$ cat src/rtl/imm_pkg.sv
// Shared definitions for the RV32I immediate generator: the output width and
// the immSrc format encoding used by the decode stage.
package imm_pkg;

   localparam int XLEN = 32;

   typedef enum logic [2:0] {
      IMM_I = 3'd0,
      IMM_S = 3'd1,
      IMM_U = 3'd2,
      IMM_B = 3'd3,
      IMM_J = 3'd4
   } immSrc_e;

endpackage

$ cat src/rtl/imm_extend_comb.sv
// Pure combinational immediate extraction and sign-extension from instr[31:7].
// inmGen[i] carries instr[i+7], so instr[31] (the sign bit) sits at inmGen[24].
module imm_extend_comb
   import imm_pkg::*;
(
   input  logic [24:0]     inmGen,
   input  logic [2:0]      immSrc,
   output logic [XLEN-1:0] imm
);

   logic signBit;

   assign signBit = inmGen[24];

   // Select and reassemble the immediate fields; reserved codes yield zero so
   // nothing undefined leaks into execute.
   always_comb begin
      imm = '0;
      case (immSrc)
         IMM_I:   imm = {{20{signBit}}, inmGen[24:13]};
         IMM_S:   imm = {{20{signBit}}, inmGen[24:18], inmGen[4:0]};
         IMM_U:   imm = {inmGen[24:5], 12'b0};
         IMM_B:   imm = {{19{signBit}}, signBit, inmGen[0], inmGen[23:18],
                         inmGen[4:1], 1'b0};
         IMM_J:   imm = {{11{signBit}}, signBit, inmGen[12:5], inmGen[13],
                         inmGen[23:14], 1'b0};
         default: imm = '0;
      endcase
   end

endmodule

$ cat src/rtl/immediate_generator.sv
// Decode-stage immediate generator: combinational extraction followed by a
// single output register at the decode/execute boundary. immExt only updates
// on valid inputs; out_valid marks the cycle a fresh result is presented.
module immediate_generator
   import imm_pkg::*;
#(
   parameter int XLEN = imm_pkg::XLEN
) (
   input  logic            clk,
   input  logic            rst,
   input  logic [24:0]     inmGen,
   input  logic [2:0]      immSrc,
   input  logic            in_valid,
   output logic [XLEN-1:0] immExt,
   output logic            out_valid
);

   logic [XLEN-1:0] immNext;

   imm_extend_comb uExtend (
      .inmGen (inmGen),
      .immSrc (immSrc),
      .imm    (immNext)
   );

   // Output register: reset wins, valid inputs load, otherwise hold the value
   // and drop out_valid.
   always_ff @(posedge clk) begin
      if (rst) begin
         immExt    <= '0;
         out_valid <= 1'b0;
      end else if (in_valid) begin
         immExt    <= immNext;
         out_valid <= 1'b1;
      end else begin
         out_valid <= 1'b0;
      end
   end

endmodule

$ cat config.mk
export PLATFORM = sky130hd
export DESIGN_NAME = immediate_generator
export DESIGN_NICKNAME = d
export VERILOG_FILES = /design/src/rtl/imm_pkg.sv /design/src/rtl/imm_extend_comb.sv /design/src/rtl/immediate_generator.sv
export SDC_FILE = /design/constraint.sdc
export NUM_CORES = 1
export LEC_CHECK = 0
export CORE_UTILIZATION = 44
export CTS_CLUSTER_SIZE = 24
export DETAILED_ROUTE_END_ITERATION = 6
export PLACE_DENSITY_LB_ADDON = 0.1
export SLEW_MARGIN = 20
export SYNTH_ARGS = -nofsm -noshare
export SYNTH_HDL_FRONTEND = slang
export SYNTH_SLANG_ARGS = --single-unit
$ cat constraint.sdc
create_clock -name clk -period 3.4 [get_ports clk]
set_input_delay 0.68 -clock clk [delete_from_list [all_inputs] [get_ports clk]]
set_output_delay 0.68 -clock clk [all_outputs]
set_load 0.01 [all_outputs]
==> reports/qor.csv, run 1 <==
metric;value;unit
Most Crowded Layer GR;met2;
Min-Delay Path Class;reg2reg;
most numerous cell in the Yosys netlist;dfxtp_1;
Critical Path Source Type;input port;
PwrDens;373;nW/µm²
CTS Hold Bufs;0;
pin count of the biggest net entering global routing;20;
CP max stage delay;0.87;ns
drt first pass iters;4;
synthesized instance count;161;
crit path max fanout;17;
Cell Area, Synth;1480;µm²
top cells by area, synth;dfxtp_1, a22oi_1, a22o_1, o32ai_1, nand2b_1;
multi-input logic area;677;µm²
initial core utilization;47.3;%
clk root buf;clkbuf_4;
post-synth top area share;44.6;%
crit path capture type;flop;
Min Clock Period, post-route;2.25;ns
antenna violation net count after detailed routing;0;
Final nets;247;
core area;3130;µm²
fin. max-slew vios;0;
Synthesis Warnings;0;
final setup fails;0;
skew final;0;ns
vias in the first global route;1279;
Overall Global Routing Usage;22.2;%
CP Class;in2reg;
CP cell instances;clkdlybuf4s50_1 -> mux2i_4 -> a22oi_1 -> o21ai_0;
# DRC;0;
status;finished clean;
wire length per cell;15.0;µm
port bufs;63;
period utilization;66.3;%
Die Footprint;3600;µm²
CP Data Required Time;3.66;ns
Vias;1430;
# resized after CTS;0;
Die X-Extent;60;µm
diodes inserted;0;
top post-synthesis cells by count;dfxtp_1, a22oi_1, nand2_1;
Avg Inst Size Synth;9.19;µm²
CTS Buf Count;5;
clk buf depth;2;
first-pass GRT wire length;5.75;mm
antenna violations before repair;0;
GR Util met3;6.93;%
postcts setup bufs;0;
gpl congestion;0.786;
CTS tree;yes;
row count;20;
Post-DP HPWL;2.80;mm
drt first-iter violations;76;
Peak supply drop;0.248;mV
Lkg Pwr;0.754;nW
clock tree sinks;33;
Fillers;269;
Slew headroom;47.8;%
async set-reset flop share out of synthesis;0;%
dominant cell type by area after synthesis;dfxtp_1;
Synth Register Bits;33;
met2 track demand over resource;38.4;%
top achievable clock speed;0.444;GHz
Worst path slowest cell;clkdlybuf4s50_1;
TNS Setup;0;ns
Crit path arrival time;2.51;ns
clk slew on worst S/H paths;0.10;ns
global route overflow;0;
Design Power;0.787;mW
vias per inst;5.48;
H-Tree Depth;2;
RSZ-0062 raised after global routing;no;
Clk Latency, worst-skew pair;0.33;ns
Synth Flop Type;dfxtp_1;
Hold Vio Cnt, Final;0;
GR Util met1;25.5;%
maxcap violations;0;
Worst Max-Slew Pin Slew;0.782;ns
Reg area;661;µm²
Post-synth EDFFs;0;
proportion of layout cells with a drive suffix above 1;5.53;%
IO Pins;64;
Area Growth Syn to Fin;42.5;%
die height;60;µm
post-synthesis sequential area ratio;44.6;%
Yosys cell types;30;
Total Wirelength;3.93;mm
Synth Net Count;192;
## layout make-up
class                   count  area share (%)
clock buffers               8            2.31
well taps                  44            2.61
flip-flops and latches     33            31.3
repair buffers             64            30.2
multi-input cells         104            32.1
inverters                   8            1.42
## layout by cell type, fill, tap and decap left out, types with 3 or more instances in the layout
master            n
o32ai_1           8
a22o_1            8
clkbuf_1          3
a22oi_1          15
a21oi_1           8
clkbuf_4          5
nor2_1            7
nand3_1           8
nand2b_1          9
clkdlybuf4s50_1  63
a211oi_1          4
nand2_1          13
dfxtp_1          33
inv_1             8
o21ai_1          10
## report_power, final
| part | internal (mW) | total (mW) | switching [mW] |
|---|---|---|---|
| sequential | 0.404 | 0.413 | 0.00913 |
| combinational | 0.0888 | 0.164 | 0.0751 |
| clock | 0.0824 | 0.210 | 0.128 |
| total | 0.575 | 0.787 | 0.212 |
## metrics by stage
stage | instance area [µm²] | setup slack [ns] | std cells | utilization [%] | hold WS, ns
6_report | 2110 | 1.15 | 261 | 67.4 | 0.462
5_1_grt | 2110 | 1.06 | 261 | 67.4 | 0.490
4_1_cts | 2110 | 1.20 | 261 | 67.4 | 0.464
3_5_place_dp | 2060 | 0.832 | 253 | 65.9 | 0.450
3_3_place_gp | 2060 | 0.923 | 253 | 65.9 | 0.441
2_1_floorplan | 1480 | 1.87 | 161 | - | 0.474
## state kept, by name, summed over array words and instances, names as in the netlist
register	flops
out_valid	1
immExt	32
## per-layer routing
layer / wire length [µm] / vias up
li1: - / 688
met3: 244 / 6
met2: 1940 / 60
met4: 43 / 0
met5: 0 / -
met1: 1700 / 676
## path summary, 6_finish.rpt
| kind | endpoint | cells past startpoint | slack (ns) | start |
|---|---|---|---|---|
| setup / recovery | immExt[26] | 4 | 1.15 | immSrc[0] |
| setup reg to reg | immExt[11] | 2 | 2.69 | immExt[11] |
| hold reg to reg | immExt[23] | 2 | 0.46 | immExt[23] |
| hold / removal | immExt[23] | 2 | 0.46 | immExt[23] |
## critical path, delay by kind of cell
family                 cells  cell delay [ns]
buffers and inverters      1             0.87
multiplexers               1             0.60
AO/OA/AOI/OAI              2             0.35
## cell families (layout without fill, tap and decap cells)
group | Yosys count | after routing | synth area share, %
buffers and inverters | 24 | 80 | 9.64
AND/OR/NAND/NOR | 44 | 44 | 15.5
AO/OA/AOI/OAI | 57 | 57 | 26.9
flip-flops | 33 | 33 | 44.6
XOR/XNOR | 1 | 1 | 1.10
multiplexers | 2 | 2 | 2.28
Note: power is estimated with default switching activity, not from simulation.
==> run 2: changes to the inputs <==
--- a/config.mk
+++ b/config.mk
@@ -5,7 +5,7 @@
 export SDC_FILE = /design/constraint.sdc
 export NUM_CORES = 1
 export LEC_CHECK = 0
-export CORE_UTILIZATION = 44
+export CORE_UTILIZATION = 42
 export CTS_CLUSTER_SIZE = 24
 export DETAILED_ROUTE_END_ITERATION = 6
 export PLACE_DENSITY_LB_ADDON = 0.1
==> constraint.sdc (replaced) <==
create_clock -name clk -period 2.15 [get_ports clk]
set_input_delay 0.43 -clock clk [delete_from_list [all_inputs] [get_ports clk]]
set_output_delay 0.43 -clock clk [all_outputs]
set_load 0.01 [all_outputs]
==> reports/qor.csv, run 2 (same netlist as run 1, synthesis figures left out) <==
metric;value;unit;change
Clk pwr share;35.3;%;+8.6 points
crit path capture type;flop;;
Die Footprint;3770;µm²;+4.6%
Total Wirelength;3.92;mm;about the same
# resized after CTS;0;;unchanged
antenna violation net count after detailed routing;0;;unchanged
combinational power share;18.5;%;-2.3 points
Final nets;252;;+2.0%
Setup WS post-layout;0.437;ns;-0.710 ns
Overall Global Routing Usage;21.8;%;-0.41 points
switch share;25.0;%;-2.0 points
Largest regs;immExt x32, out_valid x1;;
pre-CTS setup slack;0.0779;ns;-0.755 ns
# DRC;0;;unchanged
TNS Setup;0;ns;unchanged
CP Data Required Time;2.42;ns;-1.24 ns
Sequential Power Share;46.1;%;-6.4 points
crit path max fanout;17;;unchanged
vias in the first global route;1335;;+4.4%
Lkg Pwr;0.798;nW;+5.8%
post-layout util;65.0;%;-2.4 points
clk buf depth;2;;unchanged
met2 track demand over resource;40.2;%;+1.8 points
most frequent cells in the layout;clkdlybuf4s50_1, dfxtp_1, a22oi_1, nand2_1, o21ai_1;;
Area Growth Syn to Fin;47.7;%;
proportion of layout cells with a drive suffix above 1;8.56;%;+3.0 points
first-pass GRT wire length;5.88;mm;+2.3%
diodes inserted;0;;unchanged
GR Util met1;23.4;%;-2.1 points
WHS;0.463;ns;+0.00160 ns
Vias;1422;;-0.56%
CTS Buf Count;5;;unchanged
pin count of the biggest net entering global routing;21;;+5.0%
Largest register FFs;32;;unchanged
Min-Delay Path Class;reg2reg;;
fin. max-slew vios;0;;unchanged
CP Launch Point;immSrc[0];;
wire length per cell;14.6;µm;-2.7%
status;finished clean;;
Min Clock Period, post-route;1.71;ns;
reg2reg start;immExt[11];;
Most Crowded Layer GR;met2;;
final setup fails;0;;unchanged
period utilization;79.7;%;
IO Pins;64;;unchanged
Die X-Extent;61.4;µm;+2.3%
RSZ-0062 raised after global routing;no;;
Critical Path Source Type;input port;;
fin cells;268;;+2.7%
clk slew on worst S/H paths;0.11;ns;about the same
CP Class;in2reg;;
most common cell after layout, fill and taps aside;clkdlybuf4s50_1;;
gpl congestion;0.769;;-2.1%
PwrDens;648;nW/µm²;+74%
Power Internal;1.06;mW;+85%
Worst Max-Slew Pin Slew;0.746;ns;-0.0369 ns
Crit path arrival time;1.98;ns;-0.53 ns
clk root buf;clkbuf_4;;
Peak supply drop;0.429;mV;+73%
clock tree sinks;33;;unchanged
Slew headroom;50.2;%;+2.5 points
drt first-iter violations;49;;-36%
Min-Delay Startpoint;immExt[20];;
vias per inst;5.31;;-3.2%
Switch Pwr;0.354;mW;+67%
top achievable clock speed;0.584;GHz;
core area;3360;µm²;+7.5%
GR Util met3;7.98;%;+1.1 points
register with the most flip-flops;immExt;;
maxcap violations;0;;unchanged
H-Tree Depth;2;;unchanged
antenna violations before repair;0;;unchanged
CTS Hold Bufs;0;;unchanged
port bufs;63;;unchanged
Placed Cells;260;;+2.8%
Post-DP HPWL;2.92;mm;+4.2%
postcts setup bufs;0;;unchanged
row count;21;;+5.0%
global route overflow;0;;unchanged
Hold Vio Cnt, Final;0;;unchanged
drt first pass iters;4;;unchanged
Clk Latency, worst-skew pair;0.34;ns;about the same
die height;61.4;µm;+2.3%
skew final;0;ns;unchanged
CTS tree;yes;;
initial core utilization;44.0;%;-3.3 points
## run 2: cell type report
cell class              count  area (µm²)
well taps                  46        57.6
repair buffers             69         676
inverters                   8        30.0
multi-input cells         104         677
flip-flops and latches     33         661
clock inverters             1        30.0
clock buffers               7        55.1
fillers                   327        1180
## run 2: critical path, stage by stage
cell and delay [ns]:
clkdlybuf4s50_1 0.68, mux2i_4 0.53, a22oi_1 0.16, o21ai_0 0.17
## run 2: power groups by stage
stage | logic [mW] | registers, mW | clock network [mW]
3_3_place_gp | 0.258 | 0.666 | 0
4_1_cts | 0.264 | 0.654 | 0.505
5_1_grt | 0.285 | 0.657 | 0.531
6_report | 0.263 | 0.653 | 0.500
3_5_place_dp | 0.262 | 0.668 | 0
2_1_floorplan | 0.123 | 0.679 | 0
## run 2: metal layers
metal / share of wire, % / vias up
met5: 0 / -
met1: 40 / 659
met2: 51 / 55
met3: 7.8 / 7
li1: - / 701
met4: 1.2 / 0
## run 2: final timing paths
check	end	slack, ns	cells after the start
hold reg to reg	immExt[20]	0.46	2
setup reg to reg	immExt[11]	1.44	2
hold / removal	immExt[20]	0.46	2
setup / recovery	immExt[25]	0.44	4
## run 2: metrics by stage
stage	area (µm²)	total power, mW
6_report	2190	1.42
5_1_grt	2190	1.47
2_1_floorplan	1480	0.802
3_3_place_gp	2100	0.924
4_1_cts	2190	1.42
3_5_place_dp	2100	0.930
